File: config.mk
export PLATFORM = sky130hd
export DESIGN_NAME = ase_idle_tracker
export DESIGN_NICKNAME = d
export VERILOG_FILES = /design/src/rtl/ase_idle_tracker_pkg.sv /design/src/rtl/ase_outstanding_counter.sv /design/src/rtl/ase_idle_tracker.sv
export SDC_FILE = /design/constraint.sdc
export NUM_CORES = 1
export LEC_CHECK = 0
export CAP_MARGIN = 20
export CORE_ASPECT_RATIO = 0.75
export CORE_UTILIZATION = 58
export CTS_CLUSTER_SIZE = 20
export DETAILED_ROUTE_END_ITERATION = 10
export DONT_BUFFER_PORTS = 1
export PLACE_DENSITY = 0.78
export SLEW_MARGIN = 20
export SYNTH_ARGS = -nofsm -noshare
export SYNTH_HDL_FRONTEND = slang
export SYNTH_SLANG_ARGS = --single-unit
File: constraint.sdc
create_clock -name clk -period 3.9 [get_ports clk]
set_clock_uncertainty 0.1 [all_clocks]
set_input_delay 1.17 -clock clk [delete_from_list [all_inputs] [get_ports clk]]
set_output_delay 1.17 -clock clk [all_outputs]
set_load 0.05 [all_outputs]
File: src/rtl/ase_idle_tracker_pkg.sv
// Shared types and default parameter values for the ASE idle tracker.
package ase_idle_tracker_pkg;

    typedef enum logic [1:0] {
        RUN      = 2'd0,
        DRAIN    = 2'd1,
        QUIESCED = 2'd2
    } idle_state_e;

    localparam int DEF_MAX_OUTSTANDING  = 1024;
    localparam int DEF_IDLE_HOLD_CYCLES = 16;
    localparam int DEF_DRAIN_TIMEOUT    = 65536;

endpackage

File: src/rtl/ase_outstanding_counter.sv
// In-flight transaction counter for one channel. The counter saturates at
// MAX_OUTSTANDING and stops at zero. A forced overflow or a response with
// nothing in flight sets the sticky err flag.
module ase_outstanding_counter
    import ase_idle_tracker_pkg::*;
#(
    parameter int MAX_OUTSTANDING = DEF_MAX_OUTSTANDING,
    parameter int CNT_W           = $clog2(MAX_OUTSTANDING + 1)
) (
    input  logic             clk,
    input  logic             reset,
    input  logic             inc,
    input  logic             dec,
    output logic [CNT_W-1:0] count,
    output logic             err
);

    localparam logic [CNT_W-1:0] MAX_CNT = CNT_W'(MAX_OUTSTANDING);

    logic [CNT_W-1:0] count_q, count_d;
    logic             err_q, err_d;

    // Next count: an accept and a completion in the same cycle cancel out.
    always_comb begin
        // NOTE: every output of this block gets a default first, so no path leaves it unassigned and no latch is inferred.
        count_d = count_q;
        err_d   = err_q;
        if (inc && !dec) begin
            if (count_q == MAX_CNT) err_d   = 1'b1;
            else                    count_d = count_q + CNT_W'(1);
        end else if (dec && !inc) begin
            if (count_q == '0)      err_d   = 1'b1;
            else                    count_d = count_q - CNT_W'(1);
        end
    end

    // Count and sticky error registers.
    always_ff @(posedge clk or posedge reset) begin
        // NOTE: state registers use non-blocking assignments so all flops sample the same pre-edge values.
        if (reset) begin
            count_q <= '0;
            err_q   <= 1'b0;
        end else begin
            count_q <= count_d;
            err_q   <= err_d;
        end
    end

    assign count = count_q;
    assign err   = err_q;

endmodule

File: src/rtl/ase_idle_tracker.sv
// Tracks in-flight reads and writes between the host and the AFU. It reports
// system_is_idle after a run of quiet cycles. During lockdown it blocks new
// requests, drains, and reports completion or timeout.
module ase_idle_tracker
    import ase_idle_tracker_pkg::*;
#(
    parameter int MAX_OUTSTANDING  = DEF_MAX_OUTSTANDING,
    parameter int CNT_W            = $clog2(MAX_OUTSTANDING + 1),
    parameter int IDLE_HOLD_CYCLES = DEF_IDLE_HOLD_CYCLES,
    parameter int DRAIN_TIMEOUT    = DEF_DRAIN_TIMEOUT
) (
    input  logic             clk,
    input  logic             reset,
    input  logic             lockdown,
    input  logic             rd_req_valid,
    output logic             rd_req_ready,
    input  logic             rd_rsp_valid,
    input  logic             wr_req_valid,
    output logic             wr_req_ready,
    input  logic             wr_rsp_valid,
    output logic [CNT_W-1:0] rd_outstanding,
    output logic [CNT_W-1:0] wr_outstanding,
    output logic             system_is_idle,
    output logic             drain_done,
    output logic             drain_timeout,
    output logic             cnt_error
);

    localparam int               IDLE_W   = $clog2(IDLE_HOLD_CYCLES + 1);
    localparam int               TMO_W    = $clog2(DRAIN_TIMEOUT + 1);
    localparam logic [CNT_W-1:0] MAX_CNT  = CNT_W'(MAX_OUTSTANDING);
    localparam logic [IDLE_W-1:0] IDLE_MAX = IDLE_W'(IDLE_HOLD_CYCLES);
    localparam logic [TMO_W-1:0] TMO_LAST = TMO_W'(DRAIN_TIMEOUT - 1);

    idle_state_e       state_q, state_d;
    logic              alive_q;
    logic [IDLE_W-1:0] idle_cnt_q, idle_cnt_d;
    logic              idle_q, idle_d;
    logic [TMO_W-1:0]  tmo_q, tmo_d;
    logic              done_q, done_d;
    logic              timeout_q, timeout_d;

    logic can_accept, rd_acc, wr_acc, quiet, rd_err, wr_err;

    // alive_q keeps both readies low until the first edge after reset release.
    // This keeps every output at 0 while reset is held.
    assign can_accept   = alive_q && (state_q == RUN) && !lockdown;
    assign rd_req_ready = can_accept && (rd_outstanding < MAX_CNT);
    assign wr_req_ready = can_accept && (wr_outstanding < MAX_CNT);
    assign rd_acc       = rd_req_valid && rd_req_ready;
    assign wr_acc       = wr_req_valid && wr_req_ready;

    assign quiet = (rd_outstanding == '0) && (wr_outstanding == '0) &&
                   !rd_acc && !wr_acc && !rd_rsp_valid && !wr_rsp_valid;

    ase_outstanding_counter #(
        .MAX_OUTSTANDING (MAX_OUTSTANDING),
        .CNT_W           (CNT_W)
    ) u_rd_cnt (
        .clk   (clk),
        .reset (reset),
        .inc   (rd_acc),
        .dec   (rd_rsp_valid),
        .count (rd_outstanding),
        .err   (rd_err)
    );

    ase_outstanding_counter #(
        .MAX_OUTSTANDING (MAX_OUTSTANDING),
        .CNT_W           (CNT_W)
    ) u_wr_cnt (
        .clk   (clk),
        .reset (reset),
        .inc   (wr_acc),
        .dec   (wr_rsp_valid),
        .count (wr_outstanding),
        .err   (wr_err)
    );

    // Idle-hold counter: counts quiet cycles up to the hold limit and restarts on any activity.
    always_comb begin
        idle_cnt_d = idle_cnt_q;
        if (!quiet)                   idle_cnt_d = '0;
        else if (idle_cnt_q != IDLE_MAX) idle_cnt_d = idle_cnt_q + IDLE_W'(1);
        idle_d = (idle_cnt_d == IDLE_MAX);
    end

    // Lockdown FSM: next state, drain timer, and completion flags.
    always_comb begin
        state_d   = state_q;
        tmo_d     = tmo_q;
        done_d    = 1'b0;
        timeout_d = timeout_q;
        case (state_q)
            RUN: begin
                if (lockdown) begin
                    state_d = DRAIN;
                    tmo_d   = '0;
                end
            end
            DRAIN: begin
                if (!lockdown) begin
                    state_d = RUN;
                    tmo_d   = '0;
                end else if (idle_q) begin
                    state_d = QUIESCED;
                    done_d  = 1'b1;
                end else if (tmo_q == TMO_LAST) begin
                    state_d   = QUIESCED;
                    done_d    = 1'b1;
                    timeout_d = 1'b1;
                end else begin
                    tmo_d = tmo_q + TMO_W'(1);
                end
            end
            QUIESCED: begin
                if (!lockdown) state_d = RUN;
            end
            default: state_d = RUN;
        endcase
    end

    // State, timer, idle and flag registers.
    always_ff @(posedge clk or posedge reset) begin
        if (reset) begin
            state_q    <= RUN;
            alive_q    <= 1'b0;
            idle_cnt_q <= '0;
            idle_q     <= 1'b0;
            tmo_q      <= '0;
            done_q     <= 1'b0;
            timeout_q  <= 1'b0;
        end else begin
            state_q    <= state_d;
            alive_q    <= 1'b1;
            idle_cnt_q <= idle_cnt_d;
            idle_q     <= idle_d;
            tmo_q      <= tmo_d;
            done_q     <= done_d;
            timeout_q  <= timeout_d;
        end
    end

    assign system_is_idle = idle_q;
    assign drain_done     = done_q;
    assign drain_timeout  = timeout_q;
    assign cnt_error      = rd_err || wr_err;

endmodule

# Word level (Yosys, flattened, before mapping)
# Cells that the tools add are included.
word_totals:
  regBits: 52
  in_bits: 7
  out_inout_bits: 28
  word_cells: 107
classes:
  addsub: 6
  magnitude_cmp: 2
  eq_ne: 18
  mux: 33
  n_bitwise: 1
  n_reduce_logical: 36
ops:
  columns: ["operator", "count"]
  rows:
  - ["2-to-1 mux 11 bit", 8]
  - ["2-to-1 mux 17 bit", 4]
  - ["one-hot mux 17 bit (2 select lines)", 1]
  - ["adder 11 x 1 -> 11 bit (second input constant)", 2]
  - ["== test 11 bit (second input constant)", 2]
  - ["zero test 11 bit", 2]
  - ["less-than comparator 11 bit (second input constant)", 2]
  - ["subtractor 11 x 1 -> 11 bit (second input constant)", 2]
  - ["adder 17 x 1 -> 17 bit (second input constant)", 1]
  - ["== test 17 x 16 -> 1 bit (second input constant)", 1]
  - ["logical AND 1 bit", 15]
  - ["AND reduction 3 bit", 5]
  - ["2-to-1 mux 1 bit", 12]
  - ["inequality test 2 bit (second input constant)", 6]
  - ["2-to-1 mux 2 bit", 5]
  - ["2-to-1 mux 5 bit", 2]
  - ["nonzero test 2 bit", 5]
  - ["AND reduction 4 bit", 2]
  - ["inequality test 3 bit (second input constant)", 2]
  - ["one-hot mux 2 bit (3 select lines)", 1]
  - ["adder 5 x 1 -> 5 bit (second input constant)", 1]
  - ["== test 5 bit (second input constant)", 1]
  - ["zero test 1 bit", 5]
  - ["inequality test 5 bit (second input constant)", 1]
  - ["other kinds (7)", 8]

# Depth between registers and ports, before layout
depth:
  ltp_word: 12
  ltp_mapped: 14
  depth_no_buf: 13

# By module
# A second synthesis with hierarchy kept.
unflattened:
  cells_unflattened: 371
  area_unflattened_um2: 3369.5
by_module_without_submodules:
  columns: ["module", "instances", "cells_each", "area_per_inst_um2", "seq_area_each_um2"]
  rows:
  - ["ase_idle_tracker", 1, 169, 1554.0, 700.7]
  - ["ase_outstanding_counter at u_rd_cnt", 1, 101, 908.4, 300.3]
  - ["ase_outstanding_counter at u_wr_cnt", 1, 101, 907.1, 300.3]

# Least setup slack after synthesis
# OpenSTA, ideal clock, no wires.
synth_timing:
  path_kind: "input -> register"
  start: "input lockdown"
  end: "register u_rd_cnt.count_q[10] (netlist: u_rd_cnt.count[10])"
  setup_time_ps: 78
  arrival_time_ps: 4927
  required_ps: 3722
  slack_ps: -1205
  stages: 13
  n_path_buf: 1
  cell_sequence: "or4b_2 > nor2_1 > nand2_1 > inv_1 > ha_1 > clkbuf_1 > inv_1 > ha_1 > a2111o_1 > o21ai_1 > o21ba_2 > mux2_2 > o2bb2ai_1"
synth_between:
  elab_chain_cells: 8
  elab_cells_between_ends: 12
  cone_classes: "2 x eq/ne; 1 x mux; 9 x reduce/logical"
synth_rtl:
  columns: ["element", "line_no", "rtl"]
  rows:
  - ["start: declaration", "ase_idle_tracker.sv:14", "input logic lockdown,"]
  - ["zero test 1 bit *", null, null]
  - ["logical AND 1 bit *", "ase_idle_tracker.sv:47", "assign can_accept = alive_q && (state_q == RUN) && !lockdown;"]
  - ["logical AND 1 bit *", "ase_idle_tracker.sv:48", "assign rd_req_ready = can_accept && (rd_outstanding < MAX_CNT);"]
  - ["named net rd_req_ready", "ase_idle_tracker.sv:16", "output logic rd_req_ready,"]
  - ["logical AND 1 bit *", "ase_idle_tracker.sv:50", "assign rd_acc = rd_req_valid && rd_req_ready;"]
  - ["zero test 1 bit", "ase_outstanding_counter.sv:31", "end else if (dec && !inc) begin"]
  - ["logical AND 1 bit", "ase_outstanding_counter.sv:31", null]
  - ["nonzero test 2 bit (no source line)", null, null]
  - ["AND reduction 3 bit (no source line)", null, null]
  - ["end signal: assignment", "ase_outstanding_counter.sv:44", "count_q <= count_d;"]
  - ["end: declaration", "ase_outstanding_counter.sv:20", "logic [CNT_W-1:0] count_q, count_d;"]
# The timed path passes the listed nets; every way through them passes the cells marked *.
# A chain may end at the register's enable or synchronous reset.

# Worst setup path after layout
layout_timing:
  start: "input lockdown"
  end: "register u_wr_cnt.count_q[7] (netlist: u_wr_cnt.count[7])"
layout_between:
  elab_chain_cells: 8
  elab_cells_between_ends: 12
  cone_classes: "2 x eq/ne; 1 x mux; 9 x reduce/logical"
layout_rtl:
  columns: ["element", "line_no", "rtl"]
  rows:
  - ["zero test 1 bit *", null, null]
  - ["logical AND 1 bit *", "ase_idle_tracker.sv:47", null]
  - ["logical AND 1 bit *", "ase_idle_tracker.sv:49", "assign wr_req_ready = can_accept && (wr_outstanding < MAX_CNT);"]
  - ["logical AND 1 bit *", "ase_idle_tracker.sv:51", "assign wr_acc = wr_req_valid && wr_req_ready;"]
  - ["zero test 1 bit", "ase_outstanding_counter.sv:31", null]
  - ["logical AND 1 bit", "ase_outstanding_counter.sv:31", null]
  - ["nonzero test 2 bit (no source line)", null, null]
  - ["AND reduction 3 bit (no source line)", null, null]
  - ["end signal: assignment", "ase_outstanding_counter.sv:44", null]
  - ["end: declaration", "ase_outstanding_counter.sv:20", null]
# Mark *: on every way between the ends. The rest lies on a longest branch, timed or not.

==> flow_summary.ini <==
[worst_setup_path]
rr_worst_depth = 14
r2r-end = u_wr_cnt.count[7]
crit_required_ps = 3990
worstPathArrival_ps = 3800
rrSetupSlack_ps = 510
cp-start-kind = primary input
worstPathMaxFanout = 8
reg2reg_from = state_q[1]
endpoint_kind = flip-flop
critPathKind = in -> reg

[yosys]
async_reset_ff_share_pct = 100
synth_flop_cell = dfrtp_1
yosys.area.top_type = dfrtp_1
synth.distinct_cells = 52
syn_inst = 363
ys_seq_area_share_pct = 39.6
syn_area_sq_um = 3290
ys_top_cells_by_area = dfrtp_1 40%, ha_1 9.9%, o21ai_0 5.5%, xnor2_1 4.5%, nand2_1 4.2%
ys_warn_count = 0
synth_area_per_cell_sq_um = 9.05
ys_ff_latch = 52
syn_nets = 398
yosysTopAreaCellShare_pct = 39.6
synth_edf_count = 0

[hold_path]
hold_depth = 1
min_to = u_wr_cnt.err
hold_path.class = reg -> reg
hold_start = u_wr_cnt.err

[floorplanning]
start_util_pct = 60.8
die_h_um = 67.2
num_rows = 23
die_w_um = 88.9
core_sq_um = 5410
pin_count = 35
die_area_sq_um = 5980

[clock_network]
cts_tree = built
cts_setup_buffers = 0
ctsHoldBuffers = 0
clk_latency_ps = 300
clkSinkCount = 52
cts_root_buf = clkbuf_8
ctsResizeCount = 0
htreeDepth = 2
cts.path.max_buffers = 2
clk_pin_slew_ps = 90
cts_buffers = 5

[sta]
worst_slew_pin_slew_ps = 858
maxSlewHeadroom_pct = 42.7
fin_crit_sh_pct = 95.2
period_needed_ps = 3710
setup_viol = 0
max_freq_ghz = 0.269
fin_hold_ws_ps = 380
hold_violations = 0
slew_viol_final = 0
rsz0062_at_grt = no

[pwr]
peakVddDrop_uv = 607
p_per_area_nw_per_um2 = 786
p_sw_share_pct = 47.4
leakagePower_nw = 1.66
seq_power_share_pct = 40.0
power_w = 0.00299
p_switching_w = 0.00142
internal-power_w = 0.00157
comb_power_share_pct = 45.7
clockPowerShare_pct = 14.3

[flow_run]
maxCapViolations = 0

[cells_and_area]
instances_no_fill = 464
layout.nets = 424
fillers = 436
syn_to_final_growth_pct = 15.6
final_area_sq_um = 3800
antenna_cells = 0
layout-drive-gt1-share_pct = 17.7

[place]
dp.cells = 457
port_buffers = 0
dpl.hpwl_um = 5280
placed_cell_area_sq_um = 3670
gp_congestion = 0.908

[route]
vias = 2691
wire_per_inst_um = 15.3
routed_via_density = 5.80
wl_um = 7090
dr.pass1.iters = 4
drc = 0
first_iter_violations = 137
ant_nets = 0

[global_route]
grt_max_degree = 41
grt.total_usage_pct = 26.3
first_global_vias = 2585
gr-total-overflow = 0
grt_pass1_wl_um = 11800
antenna_found_initial = 0

[outcome]
status = finished clean
logic make-up (layout without fill, tap and decap cells):
group | count (synthesis) | in the layout | synth area share [%]
other | 1 | 1 | 0.114
and+or+nand+nor | 123 | 123 | 18.4
AOI/OAI and AO/OA | 90 | 90 | 16.5
DFF | 52 | 52 | 39.6
xor gates and xnor gates | 32 | 32 | 8.53
buffers and inverters | 32 | 58 | 4.07
adders and majority gates | 28 | 28 | 11.1
muxes | 5 | 5 | 1.64
per-layer routing:
layer	GRT usage, %	vias to the layer above	wire, um
met3	5.50	14	366
met4	8.67	0	149
met5	0	-	0
li1	-	1323	-
met2	43.1	70	3200
met1	35.2	1284	3370
cell usage after synthesis, types with 2 or more instances:
| cell | number |
|---|---|
| or4_1 | 2 |
| mux2_2 | 3 |
| clkbuf_1 | 5 |
| fa_1 | 2 |
| o21ai_0 | 36 |
| ha_1 | 26 |
| inv_1 | 21 |
| or3_1 | 6 |
| nor3b_1 | 4 |
| o31ai_1 | 2 |
| nand2_1 | 37 |
| nor4_1 | 5 |
| and3_1 | 2 |
| a21o_1 | 3 |
| nand3_1 | 13 |
| dfrtp_1 | 52 |
| nand2b_1 | 4 |
| a21oi_1 | 23 |
| xnor2_1 | 17 |
| a31oi_1 | 3 |
| nand3b_1 | 2 |
| a211oi_1 | 2 |
| o21bai_1 | 8 |
| buf_2 | 4 |
| xor2_1 | 15 |
| mux2i_1 | 2 |
| nand4_1 | 3 |
| nor3_1 | 7 |
| nor2_1 | 31 |
metrics by stage:
| stage | setup slack [ps] | util (%) | setup TNS, ps |
|---|---|---|---|
| 5_1_grt | 38.4 | 70.3 | 0 |
| 3_5_place_dp | -108 | 67.9 | -196 |
| 2_1_floorplan | -355 | - | -1460 |
| 4_1_cts | 192 | 70.3 | 0 |
| 6_report | 187 | 70.3 | 0 |
| 3_3_place_gp | -3.99 | 67.9 | -3.99 |
worst max-delay path: stages:
cell and delay, ps:
or4b_4 510, nor2_4 130, nand2_2 60, inv_2 60, ha_4 140, clkinvlp_4 200, buf_4 220, ha_1 270
a21oi_1 210, o21ai_1 140, a21oi_1 220, o21ai_0 160, xnor2_1 200, o21ai_0 100
placed cells by master (no fill, tap or decap), types with 4 or more instances in the layout:
master / synthesis / final
nor2_1: 31 / 29
nor3b_1: 4 / 4
clkbuf_8: 0 / 5
nand3_1: 13 / 13
buf_4: 0 / 30
or3_1: 6 / 6
nand2b_1: 4 / 4
nand2_1: 37 / 35
inv_1: 21 / 17
xnor2_1: 17 / 17
a21oi_1: 23 / 20
o21bai_1: 8 / 8
dfrtp_1: 52 / 52
ha_1: 26 / 21
o21ai_0: 36 / 31
nor3_1: 7 / 7
nor4_1: 5 / 5
xor2_1: 15 / 15
ha_4: 0 / 4
o21ai_1: 1 / 5
sequential cells by signal (all words and copies together) (netlist names):
register,cells
system_is_idle,1
drain_done,1
tmo_q,17
u_wr_cnt.count,11
u_wr_cnt.err,1
u_rd_cnt.err,1
idle_cnt_q,5
u_rd_cnt.count,11
drain_timeout,1
alive_q,1
state_q,2
worst max path at each step:
| stage | endpoint | start | slack [ps] | cells after the start |
|---|---|---|---|---|
| detailed placement | u_wr_cnt.count[10] | lockdown | -110 | 14 |
| CTS | u_wr_cnt.count[10] | lockdown | 190 | 14 |
| global placement | u_wr_cnt.count[10] | lockdown | -4 | 14 |
| floorplan | u_wr_cnt.count[10] | lockdown | -350 | 14 |
| global route | u_wr_cnt.count[10] | lockdown | 40 | 14 |
| finish | u_wr_cnt.count[7] | lockdown | 190 | 14 |
power groups by stage:
stage | registers [W] | logic [W] | clock network, W
finish | 0.00120 | 0.00137 | 0.000426
global route | 0.00122 | 0.00152 | 0.000454
CTS | 0.00119 | 0.00137 | 0.000437
detailed placement | 0.00121 | 0.00135 | 0
global placement | 0.00120 | 0.00131 | 0
floorplan | 0.00119 | 0.000991 | 0
area by class of cell:
class                           count  area, sq um  share of cell area (%)
Inverter                           21         82.6                    2.17
Sequential cell                    52         1300                    34.2
Clock inverter                      2         60.1                    1.58
Clock buffer                        5         68.8                    1.81
Tap cell                           75         93.8                    2.47
Timing Repair Buffer               30          225                    5.92
Multi-Input combinational cell    279         1970                    51.8
No activity file was read; power rests on OpenSTA's default activity.
==> variant (config.mk and constraints unchanged) <==
Change the package constant `DEF_MAX_OUTSTANDING` from 1024 to 2048.
--- a/src/rtl/ase_idle_tracker_pkg.sv
+++ b/src/rtl/ase_idle_tracker_pkg.sv
@@ -7,7 +7,7 @@
         QUIESCED = 2'd2
     } idle_state_e;
 
-    localparam int DEF_MAX_OUTSTANDING  = 1024;
+    localparam int DEF_MAX_OUTSTANDING  = 2048;
     localparam int DEF_IDLE_HOLD_CYCLES = 16;
     localparam int DEF_DRAIN_TIMEOUT    = 65536;
 
Interface: changed (resized rd_outstanding and wr_outstanding); port bits go from 35 to 37. No check against the original RTL was run, so the function may have changed too.
==> variant against the unedited design <==
Register-to-register slack better by 0.10 ns; design area up 2.1%; sequential cell count increased by 2; routed wire length increased by 3.0%; die area rose by 3.1%; global-route usage fell by 0.93 points; sequential share of layout area rose by 0.58 points; power is 0.22% higher; utilization increased by 0.35 points; first-iteration DRC count decreased by 43%; worst setup slack improved by 0.055 ns; synthesized area rose by 3.2%; largest cell class unchanged; largest power group unchanged; highest routed layer unchanged.
==> variant: results (changes against the unedited design) <==
Routing
  – Iteration-0 DRC Markers: 78 (-43%)
  – Total wire length: 7300 um (+3.0%)
  – Via density: 5.77 (-0.46%)

Placed design
  – Dpl ws: -0.0869 ns (+0.0209 ns)
  – RD Place Congestion: 0.910 (+0.31%)
  – DP HPWL: 5570 um (+5.6%)
  – Port buffer count: 0 (unchanged)

Yosys
  – Post-Syn Nets: 409 (+2.8%)
  – Post-synth cell types: 46 (-12%)
  – Ranking of synthesized cells by area: dfrtp_1, ha_1, xor2_1
  – Post-synthesis sequential area ratio: 0.398 (+0.00234)
  – Post-synth top cells: dfrtp_1, nor2_1, nand2_1, o21ai_0, ha_1

Global route
  – Vias in the first global route: 2638 (+2.1%)
  – Global-route usage over all layers: 0.254 (-0.00930)
  – First-pass GRT wire length: 12200 um (+3.2%)

Worst setup path
  – Crit-path max FO: 9 (+1)
  – CP Data Arrival Time: 3.79 ns (about the same)
  – CP max stage delay: 0.55 ns (+0.04 ns)
  – CP delay by family, top: simple AND/OR/NAND/NOR gates

Finish
  – Fillers: 427 (-2.1%)
  – Fin nets: 433 (+2.1%)
  – Share of cells above drive strength 1: 0.154 (-0.0233)

Power
  – Peak VDD IR: 0.522 mV (-14%)
  – Leak: 1.70 nW (+2.6%)

Clocking
  – CTS Buf Count: 5 (unchanged)

Outcome
  – Status: complete, no violations

STA
  – Worst-Margin Slew: 0.880 ns (+0.0219 ns)
==> variant: changes by cell type in the layout (fill, tap and decap cells not counted), sizes merged, moves of 4 or more <==
cell / unedited run / this run
a21o: 3 / 8
buf: 30 / 24
a21oi: 23 / 15
nor3: 7 / 11
nor2: 31 / 43
xor2: 15 / 26
xnor2: 17 / 13
o21ai: 37 / 33
inv: 20 / 13
o41ai: 0 / 4
==> variant: through the flow <==
step	TNS, ns	cells	cell area [sq um]	hold slack [ns]
6_report	0	471	3880	0.378
5_1_grt	0	471	3880	0.390
4_1_cts	0	471	3880	0.381
3_5_place_dp	-0.145	464	3800	0.358
3_3_place_gp	-0.0135	464	3800	0.352
2_1_floorplan	-1.49	372	3570	0.334
==> variant: logic make-up after synthesis <==
| logic type | Yosys count | share of synthesized area |
|---|---|---|
| xor gates and xnor gates | 39 | 0.101 |
| DFF | 54 | 0.398 |
| other | 1 | 0.00111 |
| adders and majority gates | 30 | 0.115 |
| muxes | 1 | 0.00332 |
| and+or+nand+nor | 143 | 0.201 |
| buffers and inverters | 20 | 0.0251 |
| AOI/OAI and AO/OA | 84 | 0.156 |
==> variant: metal layers <==
metal  global-route usage  routed length, um  vias to the layer above
li1                     -                  -                     1354
met1                0.338               3550                     1313
met3               0.0567                324                        7
met2                0.421               3360                       45
met4               0.0806                 71                        0
met5                    0                  0                        -
==> variant: layout make-up <==
class,count,area share
timing repair buffer,24,0.0464
sequential,54,0.348
clock buffer,5,0.0177
inverter,13,0.0158
multi-input combinational,298,0.545
clock inverter,2,0.00258
tap,75,0.0242
==> variant: path summary, 6_finish.rpt <==
kind,endpoint,slack [ns],from,depth (start not counted)
max in group asynchronous,alive_q,2.28,reset,2
worst min register to register,u_wr_cnt.err,0.38,u_wr_cnt.err,1
worst max-delay path,u_rd_cnt.count[11],0.24,lockdown,13
min in group asynchronous,tmo_q[7],0.78,reset,1
worst max register to register,u_rd_cnt.count[11],0.61,state_q[0],13
worst min-delay path,u_wr_cnt.err,0.38,u_wr_cnt.err,1
==> variant: power groups by stage <==
| stage | logic (mW) | registers [mW] | clock network [mW] |
|---|---|---|---|
| after CTS | 1.35 | 1.34 | 0.310 |
| after global placement | 1.30 | 1.35 | 0 |
| after global routing | 1.53 | 1.36 | 0.327 |
| after detailed placement | 1.34 | 1.35 | 0 |
| final | 1.36 | 1.34 | 0.298 |
| after floorplan | 1.07 | 1.29 | 0 |
